[src/rtl/i2c_master_ctrl.sv]
// Purpose: command-driven I2C master; sequences START, address, data/ACK bits and STOP on open-drain SCL/SDA pads.
// Latency: START + 9 bits per byte (address included) + STOP at 4*CLK_DIV cycles per bit; done pulses the cycle after STOP.
// Backpressure: cmd_ready low while a transaction runs; write/read bytes move by 1-cycle pulses; the target may stretch SCL.
module i2c_master_ctrl #(
    parameter int CLK_DIV = 250
) (
    input  logic       clk,
    input  logic       rst,
    input  logic       cmd_valid,
    output logic       cmd_ready,
    input  logic [6:0] cmd_addr,
    input  logic       cmd_rw,
    input  logic [3:0] cmd_len,
    input  logic [7:0] wr_data,
    output logic       wr_ready,
    output logic [7:0] rd_data,
    output logic       rd_valid,
    output logic       done,
    output logic       nack,
    output logic       busy,
    output logic       scl_oe,
    output logic       sda_oe,
    input  logic       scl_i,
    input  logic       sda_i
);
    localparam int QW = 10;
    localparam logic [QW-1:0] Q_LAST = QW'(CLK_DIV - 1);

    typedef enum logic [3:0] {
        S_IDLE, S_START, S_ADDR, S_ADDR_ACK, S_WR_BYTE,
        S_WR_ACK, S_RD_BYTE, S_RD_ACK, S_STOP, S_DONE
    } state_t;

    state_t        state, state_nxt;
    logic [QW-1:0] qcnt;
    logic [1:0]    qtr;
    logic [2:0]    bitcnt;
    logic [7:0]    tx_sh;
    logic [7:0]    rx_sh;
    logic          rw_q;
    logic [3:0]    rem;      // data bytes still to go, counting the current one
    logic          ack_smp;  // SDA level sampled during the current bit's SCL-high phase
    logic          nack_q;
    logic          armed;    // low during reset so handshake outputs stay quiet until released

    logic accept, timed, bit_state, stall, q_tick, bit_end, sample;

    assign accept    = cmd_valid && cmd_ready;
    assign timed     = (state != S_IDLE) && (state != S_DONE);
    assign bit_state = (state == S_ADDR) || (state == S_ADDR_ACK) || (state == S_WR_BYTE) ||
                       (state == S_WR_ACK) || (state == S_RD_BYTE) || (state == S_RD_ACK);
    // Quarters where SCL has been released: hold the count until the line actually reads high.
    assign stall     = !scl_i && ((bit_state && qtr == 2'd1) ||
                                  (state == S_START && qtr == 2'd0) ||
                                  (state == S_STOP && qtr == 2'd1));
    assign q_tick    = (qcnt == Q_LAST) && !stall;
    assign bit_end   = q_tick && (qtr == 2'd3);
    assign sample    = bit_state && (qtr == 2'd1) && q_tick;

    // Quarter-bit timebase; idle outside the bus-timed states.
    always_ff @(posedge clk) begin
        if (rst || !timed) begin
            qcnt <= '0;
            qtr  <= 2'd0;
        end else if (!stall) begin
            if (qcnt == Q_LAST) begin
                qcnt <= '0;
                qtr  <= qtr + 2'd1;
            end else begin
                qcnt <= qcnt + QW'(1);
            end
        end
    end

    // State register.
    always_ff @(posedge clk) begin
        if (rst) begin
            state <= S_IDLE;
            armed <= 1'b0;
        end else begin
            state <= state_nxt;
            armed <= 1'b1;
        end
    end

    // Next-state decode; every bit state advances on its last quarter.
    always_comb begin
        state_nxt = state;
        case (state)
            S_IDLE:     if (accept) state_nxt = S_START;
            S_START:    if (bit_end) state_nxt = S_ADDR;
            S_ADDR:     if (bit_end && bitcnt == 3'd7) state_nxt = S_ADDR_ACK;
            S_ADDR_ACK: if (bit_end) begin
                            if (ack_smp || rem == 4'd0) state_nxt = S_STOP;
                            else if (rw_q)              state_nxt = S_RD_BYTE;
                            else                        state_nxt = S_WR_BYTE;
                        end
            S_WR_BYTE:  if (bit_end && bitcnt == 3'd7) state_nxt = S_WR_ACK;
            S_WR_ACK:   if (bit_end) state_nxt = (ack_smp || rem == 4'd1) ? S_STOP : S_WR_BYTE;
            S_RD_BYTE:  if (bit_end && bitcnt == 3'd7) state_nxt = S_RD_ACK;
            S_RD_ACK:   if (bit_end) state_nxt = (rem == 4'd1) ? S_STOP : S_RD_BYTE;
            S_STOP:     if (bit_end) state_nxt = S_DONE;
            S_DONE:     state_nxt = S_IDLE;
            default:    state_nxt = S_IDLE;
        endcase
    end

    // Command latch, shift registers, byte counting and status flags.
    always_ff @(posedge clk) begin
        if (rst) begin
            tx_sh    <= '0;
            rx_sh    <= '0;
            rw_q     <= 1'b0;
            rem      <= '0;
            bitcnt   <= '0;
            ack_smp  <= 1'b0;
            nack_q   <= 1'b0;
            rd_data  <= '0;
            rd_valid <= 1'b0;
        end else begin
            rd_valid <= 1'b0;
            if (accept) begin
                tx_sh  <= {cmd_addr, cmd_rw};
                rw_q   <= cmd_rw;
                rem    <= cmd_len;
                bitcnt <= '0;
                nack_q <= 1'b0;
            end else if (wr_ready) begin
                tx_sh <= wr_data;
            end else if (bit_end && (state == S_ADDR || state == S_WR_BYTE)) begin
                tx_sh <= {tx_sh[6:0], 1'b0};
            end
            if (bit_end && (state == S_ADDR || state == S_WR_BYTE || state == S_RD_BYTE))
                bitcnt <= bitcnt + 3'd1;
            if (sample) begin
                ack_smp <= sda_i;
                if (state == S_RD_BYTE)
                    rx_sh <= {rx_sh[6:0], sda_i};
            end
            if (state == S_RD_BYTE && state_nxt == S_RD_ACK) begin
                rd_valid <= 1'b1;
                rd_data  <= rx_sh;
            end
            if (bit_end && (state == S_ADDR_ACK || state == S_WR_ACK) && ack_smp)
                nack_q <= 1'b1;
            if (bit_end && (state == S_WR_ACK || state == S_RD_ACK))
                rem <= rem - 4'd1;
        end
    end

    // Pad and handshake outputs decoded from state and quarter.
    // The first q0 cycle of a write byte still shows the previous shift value on SDA;
    // SCL is low then, so the bus never sees it.
    always_comb begin
        scl_oe    = 1'b0;
        sda_oe    = 1'b0;
        cmd_ready = armed && (state == S_IDLE);
        busy      = armed && (state != S_IDLE);
        wr_ready  = (state == S_WR_BYTE) && (bitcnt == 3'd0) && (qtr == 2'd0) && (qcnt == '0);
        done      = (state == S_DONE);
        nack      = (state == S_DONE) && nack_q;
        case (state)
            S_START: begin
                sda_oe = (qtr != 2'd0);
                scl_oe = (qtr == 2'd3);
            end
            S_ADDR, S_WR_BYTE: begin
                scl_oe = (qtr == 2'd0) || (qtr == 2'd3);
                sda_oe = !tx_sh[7];
            end
            S_ADDR_ACK, S_WR_ACK, S_RD_BYTE: begin
                scl_oe = (qtr == 2'd0) || (qtr == 2'd3);
            end
            S_RD_ACK: begin
                scl_oe = (qtr == 2'd0) || (qtr == 2'd3);
                sda_oe = (rem != 4'd1);
            end
            S_STOP: begin
                scl_oe = (qtr == 2'd0);
                sda_oe = (qtr <= 2'd1);
            end
            default: ;
        endcase
    end

endmodule

[config.mk]
export PLATFORM = sky130hd
export DESIGN_NAME = i2c_master_ctrl
export DESIGN_NICKNAME = d
export VERILOG_FILES = /design/src/rtl/i2c_master_ctrl.sv
export SDC_FILE = /design/constraint.sdc
export NUM_CORES = 1
export LEC_CHECK = 0
export CAP_MARGIN = 20
export CORE_ASPECT_RATIO = 2
export CORE_UTILIZATION = 46
export DETAILED_ROUTE_END_ITERATION = 7
export GPL_TIMING_DRIVEN = 0
export PLACE_DENSITY = 0.69
export SLEW_MARGIN = 40
export SYNTH_ARGS = -nofsm -noshare
export SYNTH_HDL_FRONTEND = slang
export SYNTH_SLANG_ARGS = --single-unit
[constraint.sdc]
create_clock -name clk -period 2.7 [get_ports clk]
set_clock_uncertainty 0.05 [all_clocks]
set_input_delay 0.54 -clock clk [delete_from_list [all_inputs] [get_ports clk]]
set_output_delay 0.54 -clock clk [all_outputs]
set_load 0.01 [all_outputs]
Word-level counts from Yosys, hierarchy flattened

Index checks and enable logic that the tools add are counted.

Add/sub/neg operators: 4
Multiply operators: 0
Divide/modulo/power cells: 0
$lt $le $gt $ge: 1
Equality and inequality tests: 17
Shift operators: 0
Multiplexer cells: 28
Bitwise logic cells: 1
Reductions and logical operators: 56

Operator list:

| cell                                                  | count |
|---|---|
| 2-to-1 mux 4 bit                                      | 14 |
| one-hot mux 4 bit (9 select lines)                    | 1 |
| 2-to-1 mux 8 bit                                      | 3 |
| logical AND 1 bit                                     | 22 |
| equality test 4 x 3 -> 1 bit, second input constant   | 5 |
| logical OR 1 bit                                      | 15 |
| adder 10 x 1 -> 10 bit, second input constant         | 1 |
| equality test 10 x 8 -> 1 bit, second input constant  | 1 |
| zero test 10 bit                                      | 1 |
| 2-to-1 mux 10 bit                                     | 1 |
| equality test 4 x 1 -> 1 bit, second input constant   | 2 |
| equality test 4 x 2 -> 1 bit, second input constant   | 2 |
| equality test 4 bit, second input constant            | 2 |
| zero test 4 bit                                       | 2 |
| nonzero test 2 bit                                    | 4 |
| 2-to-1 mux 3 bit                                      | 2 |
| OR reduction 6 bit                                    | 1 |
| zero test 1 bit                                       | 4 |
| 2-to-1 mux 1 bit                                      | 4 |
| inequality test 4 x 1 -> 1 bit, second input constant | 1 |
| inequality test 4 bit, second input constant          | 1 |
| one-hot mux 1 bit (4 select lines)                    | 1 |
| AND reduction 2 bit                                   | 2 |
| nonzero test 4 bit                                    | 1 |
| 14 further kinds                                      | 14 |

Bits in registers: 52
Latch bits: 0
Memory bits (writable): 0
Memory bits (read-only): 0
Output and inout bits: 16
Memories kept: 0

Depth between registers and ports, before layout

Gate-level depths: netlist of the first run.

Depth after elaboration: 19
Mapped depth: 8

Least setup slack after synthesis of the first run

Ideal clock, no wire load.

Path kind: register to register
Start: register qtr[0]
End: register qcnt[0]
Arrival time: 1933 ps
Data required time: 2533 ps
Slack: 600 ps
Cell stages (with the launch flop): 8
Clock period less this slack: 2100 ps
Cell sequence: dfxtp_1 -> inv_1 -> ha_1 -> a221o_2 -> a21boi_0 -> or2_2 -> buf_2 -> nor2_1

Cells in the longest elaborated chain, start to end: 5

RTL lines:

| what                                                            | RTL line   | text |
|---|---|---|
| start: declaration                                              | 36         | `logic [1:0] qtr;` |
| start signal: assignment                                        | 68         | `qtr <= qtr + 2'd1;` |
| equality test 2 x 1 -> 1 bit or zero test 2 bit (tied branches) | 53, 55, 54 |  |
| logical AND 1 bit, on equally long branches                     | 53, 54     |  |
| logical OR 1 bit                                                | 53         | `assign stall = !scl_i && ((bit_state && qtr == 2'd1) \|\|` |
| logical OR 1 bit *                                              | 54         | `(state == S_START && qtr == 2'd0) \|\|` |
| logical AND 1 bit *                                             | 53         |  |
| end signal: assignment                                          | 70         | `qcnt <= qcnt + QW'(1);` |
| end: declaration                                                | 35         | `logic [QW-1:0] qcnt;` |

Every way passes the cells marked *; elsewhere a longest branch is shown, timed or not.
A chain may end at the register's enable or synchronous reset.

Worst setup path after layout of the first run

Start: register state[1]
End: output nack

Cells in the longest elaborated chain, start to end: 2

RTL lines:

| what                     | RTL line | text |
|---|---|---|
| start: declaration       | 34       | `state_t state, state_nxt;` |
| start signal: assignment | 81       | `state <= state_nxt;` |
| equality test 4 bit      | 161      | `nack = (state == S_DONE) && nack_q;` |
| logical AND 1 bit        | 161      |  |
| end: declaration         | 19       | `output logic nack,` |

Every way passes these cells.

==> results of run 1 <==
flip-flops by register name, summed over array words and instances, names as in the netlist:
signal and cells:
qcnt 10, armed 1, nack_q 1, rd_data 8
rem 4, bitcnt 3, tx_sh 8, rw_q 1
state 4, rd_valid 1, ack_smp 1, rx_sh 8
qtr 2
power groups by stage:
stage | Sequential (W) | Clock (W) | Combinational (W)
final | 0.000786 | 0.000670 | 0.000155
after global placement | 0.000803 | 0 | 0.000147
after detailed placement | 0.000803 | 0 | 0.000148
after CTS | 0.000786 | 0.000679 | 0.000151
after floorplan | 0.000801 | 0 | 0.0000829
after global routing | 0.000787 | 0.000706 | 0.000169
final timing paths:
| check | start | to | slack [ns] |
|---|---|---|---|
| setup / recovery | state[1] | nack | 0.15 |
| hold / removal | rd_data[1] | rd_data[1] | 0.40 |
| setup reg to reg | qtr[1] | rem[2] | 0.27 |
| hold reg to reg | rd_data[1] | rd_data[1] | 0.40 |
metrics by stage:
| stage | hold WS [ns] | total power [W] | setup slack, ns |
|---|---|---|---|
| floorplan | 0.376 | 0.000884 | 0.600 |
| CTS | 0.405 | 0.00162 | -0.0590 |
| global route | 0.420 | 0.00166 | 0.0123 |
| global placement | 0.389 | 0.000950 | -0.134 |
| detailed placement | 0.391 | 0.000951 | -0.133 |
| finish | 0.405 | 0.00161 | 0.145 |
cells in the mapped netlist (3+ instances only):
library cell  count  area [um^2]
xnor2_1           6         52.6
a31oi_1          12         75.1
nor3_1            6         30.0
ha_1             12          150
a2bb2oi_1         3         26.3
o2111ai_2         3         45.0
nand4_1           6         37.5
o2bb2ai_1        14          123
or3_1             3         18.8
buf_2             4         20.0
and3_1            6         37.5
o2111ai_1         4         35.0
nand2_1          28          105
mux2i_1          10          100
nor2_1           29          109
a21oi_1          21          105
nor2b_1           3         18.8
and4_1            3         26.3
dfxtp_1          52         1040
clkbuf_1         11         41.3
o21ai_0          14         70.1
inv_1            12         45.0
nand3_1          19         95.1
xor2_1            3         26.3
metal layers:
metal	vias up	wire length, um	track usage (%)
li1	1314	-	-
met1	1304	2910	25.7
met2	52	4180	46.5
met3	16	215	4.31
met4	0	225	10.6
met5	-	0	0
logic make-up after synthesis:
family	count (synthesis)	synth area share, %
AOI/OAI and AO/OA	96	26.2
xor gates and xnor gates	9	2.75
adders and majority gates	12	5.23
buffers and inverters	30	4.75
DFF	52	36.3
muxes	11	3.88
and+or+nand+nor	118	21.0
critical path: stages (launching register included):
cell and delay (ns):
dfxtp_1 0.33, nor2_2 0.21, buf_2 0.26, and3_1 0.20, and2_1 0.14, clkdlybuf4s50_1 0.53
layout make-up:
class / instances / area share (%)
Timing Repair Buffer: 44 / 12.0
Multi-Input combinational cell: 246 / 48.5
Sequential cell: 52 / 29.0
Clock buffer: 7 / 4.25
Buffer: 18 / 2.75
Inverter: 12 / 1.25
Tap cell: 63 / 2.20
what timing repair did:
item / in CTS / in global routing
pin swaps: 1 / 1
endpoints found under the setup margin: 4 / 3
gates resized for setup: 11 / 10
cloned: 0 / 0
buffers inserted: 1 / 3
==> qor.log, run 1 <==
INFO  floorplanning  std_cell_rows=40
INFO  clocking       ctsHtreeMaxLevel=2
INFO  setup_path     timing.critical_path.required=2.11ns
INFO  floorplanning  die_height=114um
INFO  final_layout   antenna_cells_inserted=0
INFO  final_layout   finalNetCount=416
INFO  routing        routed_wl=7.53mm
INFO  sta            slew_headroom=46.2%
INFO  logic_synthesis syn-num-nets=365
INFO  pwr            power.leakage=1.31nW
INFO  clocking       cts_tree=done
INFO  setup_path     critPathKind=register to primary output
INFO  place          numPlacedInstances=431
INFO  final_layout   multi_input_comb_area=1740um^2
INFO  place          place_area=3350um^2
INFO  logic_synthesis synthArstFlopShare=0%
INFO  logic_synthesis syn-mean-instance-area=8.75um^2
INFO  outcome        outcome=finished with violations
INFO  job            cap_viol_max_count=0
INFO  routing        wire_per_inst=17.0um
INFO  final_layout   area_growth=25.0%
INFO  final_layout   fill_cell_total_of_the_finished_layout=568
INFO  sta            slew_violations=0
INFO  hold_path      hold-path-cell-count=2
INFO  place          numPortBuffers=40
INFO  floorplanning  start_util=47.8%
INFO  setup_path     worst_setup_path_end_kind=primary output
INFO  routing        dr.pass1.iters=6
INFO  final_layout   regArea=1040um^2
INFO  routing        antenna_violating_nets_remaining=0
INFO  logic_synthesis postSynthRegisterBits=52
INFO  place          place.gp.congestion=0.836
INFO  grt            grt_remaining_overflow=0
INFO  pwr            p_comb_share=9.6%
INFO  grt            global_route.usage.total=24.7%
INFO  logic_synthesis synth-edff-count=0
INFO  setup_path     r2r.worst_path.cells=7
INFO  setup_path     largest_driver_fanout_on_the_critical_path=10
INFO  place          post-dp-hpwl=5.62mm
INFO  final_layout   final_layout_size_suffix_gt1_share=12.7%
INFO  pwr            ir_worst_vdd=0.000466V
INFO  clocking       cts_root_buf=clkbuf_16
INFO  final_layout   layout_commonest_cell=dfxtp_1
INFO  sta            final.period_utilization=94.6%
INFO  pwr            power_report.internal_total=0.00124W
INFO  floorplanning  core_area=6010um^2
INFO  pwr            clock_power_share=41.6%
INFO  sta            fin_crit=2.55ns
INFO  grt            grt_start_max_net_pins=15
INFO  pwr            total_power_density_per_cell_area=449nW/um^2
INFO  sta            fmaxAchievable=0.391GHz
INFO  pwr            p_sw_share=22.9%
INFO  clocking       clock_sink_count=52
INFO  grt            grt_first_pass_wirelength=12.6mm
INFO  grt            antenna_found_initial=0
INFO  logic_synthesis synth-seq-area-share=36.3%
INFO  clocking       numCtsBuffers=5
INFO  outcome        failed_checks=DRC
INFO  grt            via_count_of_the_first_global_routing_pass=2650
INFO  routing        average_vias_per_placed_instance=6.08
INFO  setup_path     critical_path.startpoint_type=register
INFO  final_layout   final_standard_cell_utilization_of_the_core=59.8%
INFO  routing        dr.first_iter.drc_count=123
INFO  sta            hold_viol_final=0
INFO  final_layout   final_cell_area=3590um^2
INFO  sta            unrepaired_setup_endpoints_after_global_routing=no
INFO  pwr            sequential_power_share=48.8%
INFO  routing        drc=2
INFO  logic_synthesis yosysUniqueCellTypes=59
INFO  clocking       worst_setup_hold_path_clk_slew=0.07ns
INFO  logic_synthesis post_synth_top_flop=dfxtp_1
INFO  pwr            netSwitchingPower=0.000369W
INFO  floorplanning  die_area=6580um^2
INFO  floorplanning  die_width=57.9um
INFO  clocking       cts_max_path_buffers=2
INFO  sta            timing_worst_slew_pin_value=0.801ns
INFO  sta            final_report_setup_violation_count=0
INFO  final_layout   stdcell_count=442
INFO  setup_path     signal_arrival_time_at_the_worst_endpoint=1.96ns
INFO  logic_synthesis synth.cell_area=2870um^2
INFO  hold_path      min_path_type=register to register
INFO  logic_synthesis post_synth_inst_count=328
INFO  sta            finalSetupTns=0ns
INFO  routing        vias=2686
INFO  final_layout   commonest_cells_after_routing_fill_and_taps_aside=dfxtp_1, clkdlybuf4s50_1, nand2_1, nor2_1, a21oi_1
INFO  logic_synthesis synthesis.yosys.warnings=0
INFO  clocking       insertion_delay=0.30ns
INFO  clocking       cts_hold_buffers=0
INFO  floorplanning  io-pin-count=41
(Power assumes the default switching activity.)
==> run 2: changes to the inputs <==
- ABC_CLOCK_PERIOD_IN_PS: default -> 2700
==> results of run 2 <==
No change in the layout: final DEF, timing and power equal those of run 1.
